--- src/rtl/bcd_display_controller_if.sv ---
// rtl/bcd_display_controller_if.sv - scan-side signals between VGA timing, glyph ROM and a HUD digit block
interface bcd_display_controller_if #(
   parameter int PIXEL_DISPLAY_BIT = 9,
   parameter int ADDR_BIT          = 7
);
   logic [PIXEL_DISPLAY_BIT:0] X;
   logic [PIXEL_DISPLAY_BIT:0] Y;
   logic                       number_pixel;
   logic [3:0]                 selected_number;
   logic [ADDR_BIT:0]          glyph_addr;
   logic                       digit_enable;

   modport master (
      output X, Y, number_pixel,
      input  selected_number, glyph_addr, digit_enable
   );

   modport slave (
      input  X, Y, number_pixel,
      output selected_number, glyph_addr, digit_enable
   );
endinterface

--- src/rtl/bcd_display_controller.sv ---
// rtl/bcd_display_controller.sv - HUD BCD up/down counter with two-stage glyph render pipeline
// Optional macro LEADING_ZERO_BLANK_EN suppresses leading-zero cells (LSD always renders).
module bcd_display_controller #(
   parameter int PIXEL_DISPLAY_BIT = 9,
   parameter int DIGITS            = 3,
   parameter int X_START           = 179,
   parameter int Y_START           = 466,
   parameter int GLYPH_W           = 10,
   parameter int GLYPH_H           = 10,
   parameter int CELL_W            = 14,
   parameter int ADDR_BIT          = 7,
   parameter int SATURATE          = 0
) (
   input  logic                  clock_25,
   input  logic                  reset,
   input  logic                  sync_reset,
   input  logic                  tick_up,
   input  logic                  tick_down,
   input  logic                  load_en,
   input  logic [4*DIGITS-1:0]   load_value,
   bcd_display_controller_if.slave scan,
   output logic [4*DIGITS-1:0]   value_bcd,
   output logic                  wrap_flag
);
   localparam int VW = 4 * DIGITS;
   localparam int AW = ADDR_BIT + 1;

   logic [VW-1:0] value_q, value_d;
   logic          wrap_q, wrap_d;
   logic          tick_up_q, tick_down_q;
   logic          up_evt, down_evt;
   logic [3:0]    sel_q, sel_d;
   logic [AW-1:0] addr_q, addr_d;
   logic          hit_q, hit_d;
   logic          en_q, en_d;
   int            x_pos, y_rel;
`ifdef LEADING_ZERO_BLANK_EN
   logic          lead_nz;
`endif

   function automatic logic [VW-1:0] bcd_inc(input logic [VW-1:0] v);
      logic [VW-1:0] r;
      logic          carry;
      r     = v;
      carry = 1'b1;
      for (int i = 0; i < DIGITS; i++) begin
         if (carry) begin
            if (v[4*i +: 4] == 4'd9) begin
               r[4*i +: 4] = 4'd0;
            end else begin
               r[4*i +: 4] = v[4*i +: 4] + 4'd1;
               carry       = 1'b0;
            end
         end
      end
      return r;
   endfunction

   function automatic logic [VW-1:0] bcd_dec(input logic [VW-1:0] v);
      logic [VW-1:0] r;
      logic          borrow;
      r      = v;
      borrow = 1'b1;
      for (int i = 0; i < DIGITS; i++) begin
         if (borrow) begin
            if (v[4*i +: 4] == 4'd0) begin
               r[4*i +: 4] = 4'd9;
            end else begin
               r[4*i +: 4] = v[4*i +: 4] - 4'd1;
               borrow      = 1'b0;
            end
         end
      end
      return r;
   endfunction

   function automatic logic [VW-1:0] bcd_clamp(input logic [VW-1:0] v);
      logic [VW-1:0] r;
      for (int i = 0; i < DIGITS; i++) begin
         r[4*i +: 4] = (v[4*i +: 4] > 4'd9) ? 4'd9 : v[4*i +: 4];
      end
      return r;
   endfunction

   // Simultaneous up and down edges cancel; load overrides both.
   always_comb begin
      up_evt   = tick_up & ~tick_up_q;
      down_evt = tick_down & ~tick_down_q;
      value_d  = value_q;
      wrap_d   = 1'b0;
      if (load_en) begin
         value_d = bcd_clamp(load_value);
      end else if (up_evt && !down_evt) begin
         if (value_q == {DIGITS{4'd9}}) begin
            wrap_d = 1'b1;
            if (SATURATE == 0) value_d = '0;
         end else begin
            value_d = bcd_inc(value_q);
         end
      end else if (down_evt && !up_evt) begin
         if (value_q == '0) begin
            wrap_d = 1'b1;
            if (SATURATE == 0) value_d = {DIGITS{4'd9}};
         end else begin
            value_d = bcd_dec(value_q);
         end
      end
   end

   // Cell hit decoded straight from X/Y each pixel; cells never overlap since CELL_W >= GLYPH_W.
   always_comb begin
      sel_d  = 4'd0;
      addr_d = '0;
      hit_d  = 1'b0;
      x_pos  = int'(scan.X);
      y_rel  = int'(scan.Y) - Y_START;
`ifdef LEADING_ZERO_BLANK_EN
      lead_nz = 1'b0;
`endif
      for (int k = 0; k < DIGITS; k++) begin
`ifdef LEADING_ZERO_BLANK_EN
         lead_nz = lead_nz | (value_q[4*(DIGITS-1-k) +: 4] != 4'd0);
`endif
         if (y_rel >= 0 && y_rel < GLYPH_H &&
             x_pos >= X_START + k*CELL_W && x_pos < X_START + k*CELL_W + GLYPH_W) begin
            sel_d  = value_q[4*(DIGITS-1-k) +: 4];
            addr_d = AW'(y_rel*GLYPH_W + x_pos - (X_START + k*CELL_W));
`ifdef LEADING_ZERO_BLANK_EN
            hit_d  = lead_nz | (k == DIGITS-1);
`else
            hit_d  = 1'b1;
`endif
         end
      end
      en_d = scan.number_pixel & hit_q;
   end

   always_ff @(posedge clock_25 or negedge reset) begin
      if (!reset) begin
         value_q     <= '0;
         wrap_q      <= 1'b0;
         tick_up_q   <= 1'b0;
         tick_down_q <= 1'b0;
         sel_q       <= 4'd0;
         addr_q      <= '0;
         hit_q       <= 1'b0;
         en_q        <= 1'b0;
      end else if (sync_reset) begin
         value_q     <= '0;
         wrap_q      <= 1'b0;
         tick_up_q   <= 1'b0;
         tick_down_q <= 1'b0;
         sel_q       <= 4'd0;
         addr_q      <= '0;
         hit_q       <= 1'b0;
         en_q        <= 1'b0;
      end else begin
         value_q     <= value_d;
         wrap_q      <= wrap_d;
         tick_up_q   <= tick_up;
         tick_down_q <= tick_down;
         sel_q       <= sel_d;
         addr_q      <= addr_d;
         hit_q       <= hit_d;
         en_q        <= en_d;
      end
   end

   assign value_bcd            = value_q;
   assign wrap_flag            = wrap_q;
   assign scan.selected_number = sel_q;
   assign scan.glyph_addr      = addr_q;
   assign scan.digit_enable    = en_q;
endmodule
--- src/flat_wrapper.sv ---
// flat-port wrapper written by rule: the top's interface ports become plain ports
module bcd_display_controller_flat 
#(
   parameter int PIXEL_DISPLAY_BIT = 9,
   parameter int DIGITS            = 3,
   parameter int X_START           = 179,
   parameter int Y_START           = 466,
   parameter int GLYPH_W           = 10,
   parameter int GLYPH_H           = 10,
   parameter int CELL_W            = 14,
   parameter int ADDR_BIT          = 7,
   parameter int SATURATE          = 0
)
  (clock_25, reset, sync_reset, tick_up, tick_down, load_en, load_value, value_bcd, wrap_flag, scan_X, scan_Y, scan_number_pixel, scan_selected_number, scan_glyph_addr, scan_digit_enable);
  bcd_display_controller_if #(.PIXEL_DISPLAY_BIT(PIXEL_DISPLAY_BIT), .ADDR_BIT(ADDR_BIT)) scan_i ();
  input  logic clock_25;
  input  logic reset;
  input  logic sync_reset;
  input  logic tick_up;
  input  logic tick_down;
  input  logic load_en;
  input  logic [4*DIGITS-1:0] load_value;
  output logic [4*DIGITS-1:0] value_bcd;
  output logic wrap_flag;
  input wire logic [$bits(scan_i.X)-1:0] scan_X;
  input wire logic [$bits(scan_i.Y)-1:0] scan_Y;
  input wire logic [$bits(scan_i.number_pixel)-1:0] scan_number_pixel;
  output wire logic [$bits(scan_i.selected_number)-1:0] scan_selected_number;
  output wire logic [$bits(scan_i.glyph_addr)-1:0] scan_glyph_addr;
  output wire logic [$bits(scan_i.digit_enable)-1:0] scan_digit_enable;
  assign scan_i.X = scan_X;
  assign scan_i.Y = scan_Y;
  assign scan_i.number_pixel = scan_number_pixel;
  assign scan_selected_number = scan_i.selected_number;
  assign scan_glyph_addr = scan_i.glyph_addr;
  assign scan_digit_enable = scan_i.digit_enable;
  bcd_display_controller #(.PIXEL_DISPLAY_BIT(PIXEL_DISPLAY_BIT), .DIGITS(DIGITS), .X_START(X_START), .Y_START(Y_START), .GLYPH_W(GLYPH_W), .GLYPH_H(GLYPH_H), .CELL_W(CELL_W), .ADDR_BIT(ADDR_BIT), .SATURATE(SATURATE)) u_core (.clock_25(clock_25), .reset(reset), .sync_reset(sync_reset), .tick_up(tick_up), .tick_down(tick_down), .load_en(load_en), .load_value(load_value), .scan(scan_i), .value_bcd(value_bcd), .wrap_flag(wrap_flag));
endmodule
--- config.mk ---
export PLATFORM = sky130hd
export DESIGN_NAME = bcd_display_controller_flat
export DESIGN_NICKNAME = d
export VERILOG_FILES = /design/src/rtl/bcd_display_controller_if.sv /design/src/rtl/bcd_display_controller.sv /design/src/flat_wrapper.sv
export SDC_FILE = /design/constraint.sdc
export NUM_CORES = 1
export LEC_CHECK = 0
export BUFFER_PORTS_ARGS = -buffer_cell sky130_fd_sc_hd__buf_4
export CELL_PAD_IN_SITES_DETAIL_PLACEMENT = 1
export CELL_PAD_IN_SITES_GLOBAL_PLACEMENT = 2
export CORE_ASPECT_RATIO = 1.2
export CORE_MARGIN = 4
export CORE_UTILIZATION = 35
export DETAILED_ROUTE_END_ITERATION = 8
export PLACE_DENSITY_LB_ADDON = 0.1
export SETUP_SLACK_MARGIN = 0.1
export SLEW_MARGIN = 40
export SYNTH_ARGS = -nofsm -noshare
export SYNTH_HDL_FRONTEND = slang
export SYNTH_SLANG_ARGS = --single-unit
export TNS_END_PERCENT = 10
--- constraint.sdc ---
create_clock -name clock_25 -period 6.2 [get_ports clock_25]
set_input_delay 0.93 -clock clock_25 [delete_from_list [all_inputs] [get_ports clock_25]]
set_output_delay 0.93 -clock clock_25 [all_outputs]
set_load 0.03 [all_outputs]
==> results_dict.tcl <==
set metrics [dict create \
    status "finished clean" \
    rr_endpoint "u_core.value_bcd[7]" \
    diodes 0 \
    synth_edf_count 0 \
    postSynthCellCount 408 \
    ioPinCount 65 \
    coreArea_um2 8700 \
    hold_viol 0 \
    clock-sinks 29 \
    r2r_start "u_core.tick_up_q" \
    synth.area.top_cells "dfrtp_1 (23%), ha_1 (11%), o21ai_0 (4.6%)" \
    cts_buffer_depth 2 \
    fin_skew_ns 0.0138 \
    crit_top_cell "ha_1" \
    syn_nets 476 \
    cts_tree "done" \
    root_buffer "clkbuf_8" \
    p_per_area_nw_per_um2 223 \
    hold_class "reg -> reg" \
    yosys.cell_count.top_type "nand2_1" \
    die_area_um2 10700 \
    startpoint_type "input pin" \
    synthTopCellsByCount "nand2_1 (38), nor2_1 (36), dfrtp_1 (29), o21ai_0 (29), ha_1 (27)" \
    synth.distinct_cells 68 \
    initial_core_util_pct 36.5 \
    path_clk_slew_ns 0.07 \
    worstPathArrival_ns 4.56 \
    maxCapViolations 0 \
    crit_type "in -> reg" \
    fin_nets 526 \
    drive_above_1_share_pct 21.1 \
    fp.dieW_um 95.0 \
    slew_headroom_pct 46.5 \
    antenna_left 0 \
    async_reset_ff_share_pct 100 \
    path_max_fanout 6 \
    slowest_stage "ha_1" \
    grt-ovfl-total 0 \
    worst-r2r-cell-count 11 \
    syn_area_um2 3180 \
    cts_resized 0 \
    ys_ff_latch 29 \
    critPathMaxStageDelay_ns 0.37 \
    tns_ns 0 \
    grt_use_total_pct 18.2 \
    rsz0062_at_grt "no" \
    worst_ir_drop_vdd_mv 0.126 \
    drt_iter0_drc 132 \
    yosys.area.top_type_share_pct 22.8 \
    io_buffers 64 \
    path_cells "buf_4, inv_1, ha_1, and2b_1, or3_1, and2_1, ha_1, ha_1, xor2_1, ha_1, and3b_1, a211oi_1, o311ai_0, a31oi_1, xor2_1, a221oi_1, a211oi_2" \
    layout_min_cycle_time_ns 4.40 \
    cp-endpoint "u_core.scan.glyph_addr[7]" \
    yosysSeqAreaShare_pct 22.8 \
    grt_pass1_vias 3363 \
    syn_to_final_growth_pct 21.4 \
    dp_hpwl_um 7450 \
    hold_buffers 0 \
    antenna_found_initial 0 \
    synthFlopType "dfrtp_1" \
    cts_setup_buffers 0 \
    die_y_um 112 \
    crit_required_ns 6.36 \
    cts-buffers-inserted 5 \
    place.gp.congestion 0.801 \
    endpoint_kind "flip-flop" \
    first_pass_iters 5 \
    yosysTopAreaCell "dfrtp_1" \
    slew_viol_final 0 \
    vias 3199 \
    setup_viol 0 \
    drc_errors 0 \
    grt_max_degree 30 \
    wire_per_inst_um 16.5 \
    yosysWarnings 0 \
    clock_latency_ns 0.29 \
    via_per_inst 5.55 \
    syn_avg_cell_area_um2 7.80 \
    period_share_pct 71.0 \
    hold_slack_ns 0.475 \
    htreeDepth 2 \
    fillCellCount 1136 \
    rrSetupSlack_ns 3.56 \
    crit_start "scan_Y[1]" \
    fmax_mhz 227 \
    leakage_nw 1.71 \
    grt_pass1_wl_um 16000 \
    tightestPinTransition_ns 0.801 \
    rows 37 \
    wl_um 9530 \
]
## cells in the final DEF (no fill, tap or decap), drive strengths merged, types with 6 or more instances in the layout
cell type,count
a31oi,7
o22ai,8
o21ai,30
xor2,8
nor2b,11
nand2,38
nor3,11
nor2,39
dfrtp,29
o211ai,7
nand2b,8
buf,67
inv,27
ha,27
a211oi,9
clkbuf,6
xnor2,6
nand3,11
a21oi,25
## state kept, by name, indices dropped and copies added, names as in the netlist
name                         cells
u_core.hit_q                     1
u_core.scan.digit_enable         1
u_core.scan.glyph_addr           8
u_core.scan.selected_number      4
u_core.tick_down_q               1
u_core.tick_up_q                 1
u_core.value_bcd                12
u_core.wrap_flag                 1
## final cells by class
type	count	area [µm²]	area share [%]
clock buffers	6	82.6	2.14
clock inverters	2	37.5	0.972
inverters	27	101	2.62
multi-input cells	328	2270	58.8
flip-flops and latches	29	726	18.8
well taps	117	146	3.79
repair buffers	67	498	12.9
## report_power, final
part | internal (W) | switching [W]
Combinational | 0.000182 | 0.000243
Sequential | 0.000199 | 0.0000244
Clock | 0.000131 | 0.0000816
## per-layer routing
metal,GRT usage (%),up-vias,routed length [µm]
met4,4.52,0,104
met2,35.8,46,5280
met1,20.6,1561,3930
met3,1.27,7,215
li1,-,1585,-
met5,0,-,0
## worst max-delay path: cells and delay by family
kind,cells,cell delay [ns]
AOI/OAI and AO/OA,5,1.14
xor gates and xnor gates,2,0.24
adders and majority gates,4,1.20
buffers and inverters,2,0.19
and+or+nand+nor,4,0.87
## per-stage QoR
stage / power [W] / worst slack [ns] / utilization, % / instance area (µm²) / cells
2_1_floorplan: 0.000539 / 1.92 / - / 3180 / 408
3_3_place_gp: 0.000640 / 1.64 / 42.7 / 3720 / 566
3_5_place_dp: 0.000655 / 1.49 / 42.9 / 3730 / 568
4_1_cts: 0.000869 / 1.78 / 44.3 / 3850 / 576
5_1_grt: 0.000926 / 1.63 / 44.4 / 3860 / 576
6_report: 0.000861 / 1.80 / 44.4 / 3860 / 576
## worst min path at each step
stage,cells past startpoint,endpoint,slack [ns],from
2_1_floorplan,2,u_core.scan.digit_enable,0.44,u_core.hit_q
3_3_place_gp,2,u_core.scan.digit_enable,0.46,u_core.hit_q
3_5_place_dp,2,u_core.scan.digit_enable,0.46,u_core.hit_q
4_1_cts,2,u_core.scan.digit_enable,0.48,u_core.hit_q
5_1_grt,2,u_core.scan.digit_enable,0.50,u_core.hit_q
6_report,2,u_core.scan.digit_enable,0.48,u_core.hit_q
## kinds of logic (layout without fill, tap and decap cells)
kind of cell / count (synthesis) / in the layout / synth area share, %
AND/OR/NAND/NOR: 151 / 151 / 24.8
AO/OA/AOI/OAI: 127 / 127 / 27.6
buffers and inverters: 51 / 102 / 6.29
adder cells (fa/ha/maj): 29 / 29 / 11.9
flip-flops: 29 / 29 / 22.8
XOR/XNOR: 15 / 15 / 4.56
multiplexers: 6 / 6 / 2.05
Power figures use the tool's default switching activity.
